## src/rtl/alu_arb_pkg.sv

```systemverilog
// Shared opcodes, FSM state encoding and request record for the two-requester ALU arbiter.
package alu_arb_pkg;

  localparam logic [2:0] OP_ADD  = 3'b000;
  localparam logic [2:0] OP_SUB  = 3'b001;
  localparam logic [2:0] OP_NOT  = 3'b010;
  localparam logic [2:0] OP_AND  = 3'b011;
  localparam logic [2:0] OP_OR   = 3'b100;
  localparam logic [2:0] OP_XOR  = 3'b101;
  localparam logic [2:0] OP_CMP  = 3'b110;
  localparam logic [2:0] OP_ZERO = 3'b111;

  typedef enum logic [1:0] {
    ST_IDLE = 2'd0,
    ST_EXEC = 2'd1,
    ST_RESP = 2'd2
  } state_t;

  typedef struct packed {
    logic [2:0] op;
    logic [3:0] a;
    logic [3:0] b;
  } req_t;

endpackage

```

## src/rtl/alu_arbiter_alu4.sv

```systemverilog
// Purely combinational 4-bit two's-complement ALU; ADD/SUB overflow forces a zero result.
module alu4
  import alu_arb_pkg::*;
(
  input  logic [2:0] op,
  input  logic [3:0] a,
  input  logic [3:0] b,
  output logic [3:0] result,
  output logic       overflow,
  output logic       zero
);

  logic [4:0] sum;

  always_comb begin
    sum      = '0;
    result   = '0;
    overflow = 1'b0;
    case (op)
      OP_ADD, OP_SUB: begin
        sum = (op == OP_SUB) ? ({a[3], a} - {b[3], b}) : ({a[3], a} + {b[3], b});
        if (sum[4] != sum[3]) overflow = 1'b1;
        else                  result   = sum[3:0];
      end
      OP_NOT:  result = ~a;
      OP_AND:  result = a & b;
      OP_OR:   result = a | b;
      OP_XOR:  result = a ^ b;
      OP_CMP:  result = {3'b000, ($signed(a) < $signed(b))};
      default: result = '0;
    endcase
  end

  assign zero = (result == 4'h0);

endmodule

```

## src/rtl/alu_arbiter.sv

```systemverilog
// Round-robin arbiter sharing one alu4 between two requesters; capture -> execute -> respond.
// Define ALU_ARB_FIXED_PRIO_EN to give requester 0 fixed priority and drop the last_grant register.
//
// state   | meaning
// IDLE    | waiting for a valid request; winner's ready asserted, operands captured
// EXEC    | ALU evaluates captured operands; result registered into response regs
// RESP    | resp_valid high, outputs held until resp_ready
module alu_arbiter
  import alu_arb_pkg::*;
(
  input  logic       clk,
  input  logic       rst,
  input  logic       req0_valid,
  input  logic [2:0] req0_op,
  input  logic [3:0] req0_a,
  input  logic [3:0] req0_b,
  output logic       req0_ready,
  input  logic       req1_valid,
  input  logic [2:0] req1_op,
  input  logic [3:0] req1_a,
  input  logic [3:0] req1_b,
  output logic       req1_ready,
  output logic       resp_valid,
  input  logic       resp_ready,
  output logic       resp_id,
  output logic [3:0] resp_result,
  output logic       resp_overflow,
  output logic       resp_zero
);

  state_t     state;
  req_t       opnd;
  logic       opnd_id;
  logic       grant0, grant1, in_idle;
  logic [3:0] alu_result;
  logic       alu_overflow, alu_zero;

`ifdef ALU_ARB_FIXED_PRIO_EN
  assign grant0 = req0_valid;
`else
  logic last_grant;

  // Requester 0 wins alone, or on a tie when requester 1 was served last.
  assign grant0 = req0_valid && (!req1_valid || last_grant);

  always_ff @(posedge clk) begin
    if (rst)                                   last_grant <= 1'b1;
    else if (state == ST_RESP && resp_ready)   last_grant <= resp_id;
  end
`endif

  assign grant1     = req1_valid && !grant0;
  assign in_idle    = (state == ST_IDLE) && !rst;
  assign req0_ready = in_idle && grant0;
  assign req1_ready = in_idle && grant1;
  assign resp_valid = (state == ST_RESP);

  alu4 u_alu4 (
    .op       (opnd.op),
    .a        (opnd.a),
    .b        (opnd.b),
    .result   (alu_result),
    .overflow (alu_overflow),
    .zero     (alu_zero)
  );

  always_ff @(posedge clk) begin
    if (rst) begin
      state         <= ST_IDLE;
      opnd          <= '0;
      opnd_id       <= 1'b0;
      resp_id       <= 1'b0;
      resp_result   <= 4'h0;
      resp_overflow <= 1'b0;
      resp_zero     <= 1'b0;
    end else begin
      case (state)
        ST_IDLE: begin
          if (grant0 || grant1) begin
            opnd    <= grant0 ? {req0_op, req0_a, req0_b} : {req1_op, req1_a, req1_b};
            opnd_id <= grant1;
            state   <= ST_EXEC;
          end
        end
        ST_EXEC: begin
          resp_result   <= alu_result;
          resp_overflow <= alu_overflow;
          resp_zero     <= alu_zero;
          resp_id       <= opnd_id;
          state         <= ST_RESP;
        end
        ST_RESP: begin
          if (resp_ready) state <= ST_IDLE;
        end
        default: state <= ST_IDLE;
      endcase
    end
  end

endmodule

```

## config.mk

```make
export PLATFORM = sky130hd
export DESIGN_NAME = alu_arbiter
export DESIGN_NICKNAME = d
export VERILOG_FILES = /design/src/rtl/alu_arb_pkg.sv /design/src/rtl/alu_arbiter_alu4.sv /design/src/rtl/alu_arbiter.sv
export SDC_FILE = /design/constraint.sdc
export NUM_CORES = 1
export LEC_CHECK = 0
export CAP_MARGIN = 20
export CORE_MARGIN = 5
export CORE_UTILIZATION = 50
export CTS_BUF_LIST = sky130_fd_sc_hd__clkbuf_2
export CTS_CLUSTER_DIAMETER = 50
export CTS_CLUSTER_SIZE = 20
export DETAILED_ROUTE_END_ITERATION = 8
export PLACE_DENSITY = 0.9
export SLEW_MARGIN = 20
export SYNTH_ARGS = -nofsm -noshare
export SYNTH_HDL_FRONTEND = slang
export SYNTH_SLANG_ARGS = --single-unit
```

## constraint.sdc

```tcl
create_clock -name clk -period 3.2 [get_ports clk]
set_input_delay 0.8 -clock clk [delete_from_list [all_inputs] [get_ports clk]]
set_output_delay 0.8 -clock clk [all_outputs]
set_load 0.1 [all_outputs]
```

==> results.tsv <==
stage	metric	value	unit
clock_tree	post_cts_buffers	0	
global_route	track_usage	16.87	%
global_route	antenna_found_initial	0	
drt	via_count	1387	
cells_and_area	layout_common_cells	clkdlybuf4s50_1 (26), dfxtp_1 (22), nor2_1 (19)	
floorplanning	die_area	4382	sq um
synthesis	synthXorXnorAreaFrac	1.109	%
power_and_ir_drop	power.density	504.3	nW/um^2
synthesis	ys_seq_elements	22	
floorplanning	core	3053	sq um
synthesis	synthMuxAreaShare	8.241	%
cells_and_area	layout_commonest_cell	clkdlybuf4s50_1	
power_and_ir_drop	power.share.clock	19.7	%
status	status	completed	
synthesis	synth-edff-count	0	
clock_tree	cts_max_level	1	
placed_design	globalplace.congestion	0.8765	
clock_tree	clock_path_buffers	2	
clock_tree	ctsResizeCount	0	
floorplanning	num_rows	20	
synthesis	synth-main-ff-cell	dfxtp_1	
worst_setup_path	reg2regPathDepth	13	
clock_tree	cts_tree	done	
clock_tree	cts_made_buffers	3	
timing	hold_viol_final	0	
global_route	grt_pass1_vias	1331	
clock_tree	holdBufCountCts	0	
synthesis	synth_top_family_by_area	compound AO/OA/AOI/OAI gates	
timing	finalSetupTns	0	ps
drt	wl	3349	um
drt	route.detailed.drc	0	
drt	dr.pass1.iters	4	
timing	rsz0062_at_grt	no	
worst_setup_path	rr_endpoint	resp_zero	
timing	hold_ws	475.2	ps
global_route	grt_overflow	0	
floorplanning	initial_core_util	51.72	%
placed_design	place_hpwl	2650	um
worst_setup_path	worstPathRequired	2400	ps
timing	setup_viol	0	
power_and_ir_drop	combPwrFrac	46.0	%
placed_design	port_buffers	36	
cells_and_area	n_antenna_cell	0	
placed_design	dp_cells	253	
worst_setup_path	crit_type	in2out	
timing	final.min_clock_period	2803	ps
cells_and_area	nets	256	
synthesis	ys_async_sr_fraction	0	%
run	cap_violations	0	
worst_setup_path	regToRegSetupSlack	420	ps
drt	first_iter_violations	46	
worst_hold_path	hp-class	reg2reg	
synthesis	syn_area_per_cell	8.871	sq um
floorplanning	num_io_pins	37	
timing	relSlewSlack	61.32	%
cells_and_area	nFillCells	276	
clock_tree	path_clk_slew	210	ps
power_and_ir_drop	power.total	996.9	uW
timing	skew	3.930	ps
timing	period_share	87.60	%
global_route	grt_pass1_wl	5830	um
power_and_ir_drop	irDropWorstVdd	0.2481	mV
timing	slew_viol_final	0	
synthesis	syn-num-nets	220	
drt	viasPerCell	5.397	
power_and_ir_drop	seqPwrFrac	34.3	%
synthesis	synth_cell_types	45	
worst_setup_path	crit_arrival	2000	ps
synthesis	synth-simple-area-share	17.35	%
global_route	grt_max_degree	24	
drt	drtAntennaViolNets	0	
worst_setup_path	reg2reg_from	opnd[1]	
synthesis	synth-adder-area-share	12.84	%
timing	tightestPinTransition	574.1	ps
worst_setup_path	cp_max_fo	12	
floorplanning	die_h	66.20	um
synthesis	seq_area_frac_synth	27.89	%
power_and_ir_drop	intPower	595.6	uW
worst_setup_path	crit_path_end_kind	primary output	
cells_and_area	drive_gt1_share	14.55	%
worst_setup_path	endpoint	req0_ready	
clock_tree	cts_root_buf	clkbuf_2	
worst_setup_path	startpoint	req1_valid	
drt	wl_per_cell	13.03	um
clock_tree	clkSinkCount	22	
cells_and_area	area_growth	25.20	%
synthesis	synth_area	1579	sq um
floorplanning	dieWidth	66.20	um
timing	timing.fmax	0.3568	GHz
worst_setup_path	critical_path.startpoint_type	input port	
synthesis	synth_compound_area_share	22.74	%
power_and_ir_drop	p_leak	0.0008450	uW
synthesis	synth_cells	178	
cells_and_area	fin_cells	257	
synthesis	yosys_warnings	0	
power_and_ir_drop	power.share.switching	40.25	%
power_and_ir_drop	switchingPower	401.3	uW
clock_tree	clk_latency	340	ps
==> through the flow <==
step           instance area [sq um]  setup WS [ps]  utilization (%)
2_1_floorplan                   1582          502.6                -
3_3_place_gp                    1932          444.5            63.28
3_5_place_dp                    1932          388.1            63.28
4_1_cts                         1977          385.8            64.75
5_1_grt                         1977          177.0            64.75
6_report                        1977          396.9            64.75
==> worst max-delay path, stage by stage <==
cell and delay (ps):
clkdlybuf4s50_1 520, inv_1 70, o21ai_2 120, buf_4 250
nor2b_2 80, buf_12 170
==> layout make-up <==
class / count / area (sq um) / area share (%)
Multi-Input combinational cell: 131 / 985.9 / 49.87
Sequential cell: 22 / 440.4 / 22.28
Timing Repair Buffer: 40 / 390.4 / 19.75
Inverter: 16 / 60.06 / 3.038
Tap cell: 44 / 55.05 / 2.785
Clock inverter: 1 / 30.03 / 1.519
Clock buffer: 3 / 15.01 / 0.7595
==> layer usage <==
layer | part of all wire (%) | global-route usage [%]
met5 | 0 | 0
met4 | 2.3 | 7.614
met3 | 6.1 | 3.061
met2 | 50 | 28.50
met1 | 41 | 20.63
==> power groups by stage <==
stage	Combinational (uW)	Clock [uW]	Sequential [uW]
after global routing	505	209	349
after floorplan	300	0	404
after CTS	459	197	342
after global placement	446	0	346
final	459	196	342
after detailed placement	456	0	348
==> worst min path at each step <==
stage	startpoint	end	slack, ps	cells after the start
after floorplan	opnd_id	resp_id	430	2
after global placement	resp_overflow	resp_overflow	450	2
after detailed placement	resp_overflow	resp_overflow	450	2
after CTS	opnd_id	resp_id	470	2
after global routing	resp_overflow	resp_overflow	500	2
final	resp_overflow	resp_overflow	480	2
==> synth_stat cells, types with 4 or more instances <==
cell type | count | area, sq um
buf_6 | 4 | 45.04
a211oi_1 | 10 | 75.07
o21ai_0 | 6 | 30.03
nand2_1 | 7 | 26.28
mux2i_1 | 13 | 130.1
dfxtp_1 | 22 | 440.4
inv_1 | 16 | 60.06
nand3_1 | 4 | 20.02
ha_1 | 13 | 162.7
a21oi_1 | 9 | 45.04
nor3_1 | 4 | 20.02
nor2_1 | 19 | 71.32
==> cells by family (layout without fill, tap and decap cells) <==
| group | count (synthesis) | in the layout |
|---|---|---|
| buf+inv | 25 | 60 |
| mux | 13 | 13 |
| compound gates | 50 | 50 |
| fa+ha+maj | 15 | 15 |
| flops | 22 | 22 |
| xor+xnor | 2 | 2 |
| simple gates | 51 | 51 |
==> state kept, by name, summed over array words and instances, names as in the netlist <==
name	flops
resp_id	1
opnd_id	1
opnd	11
state	2
last_grant	1
resp_result	4
resp_zero	1
resp_overflow	1
Note: power is estimated with default switching activity, not from simulation.
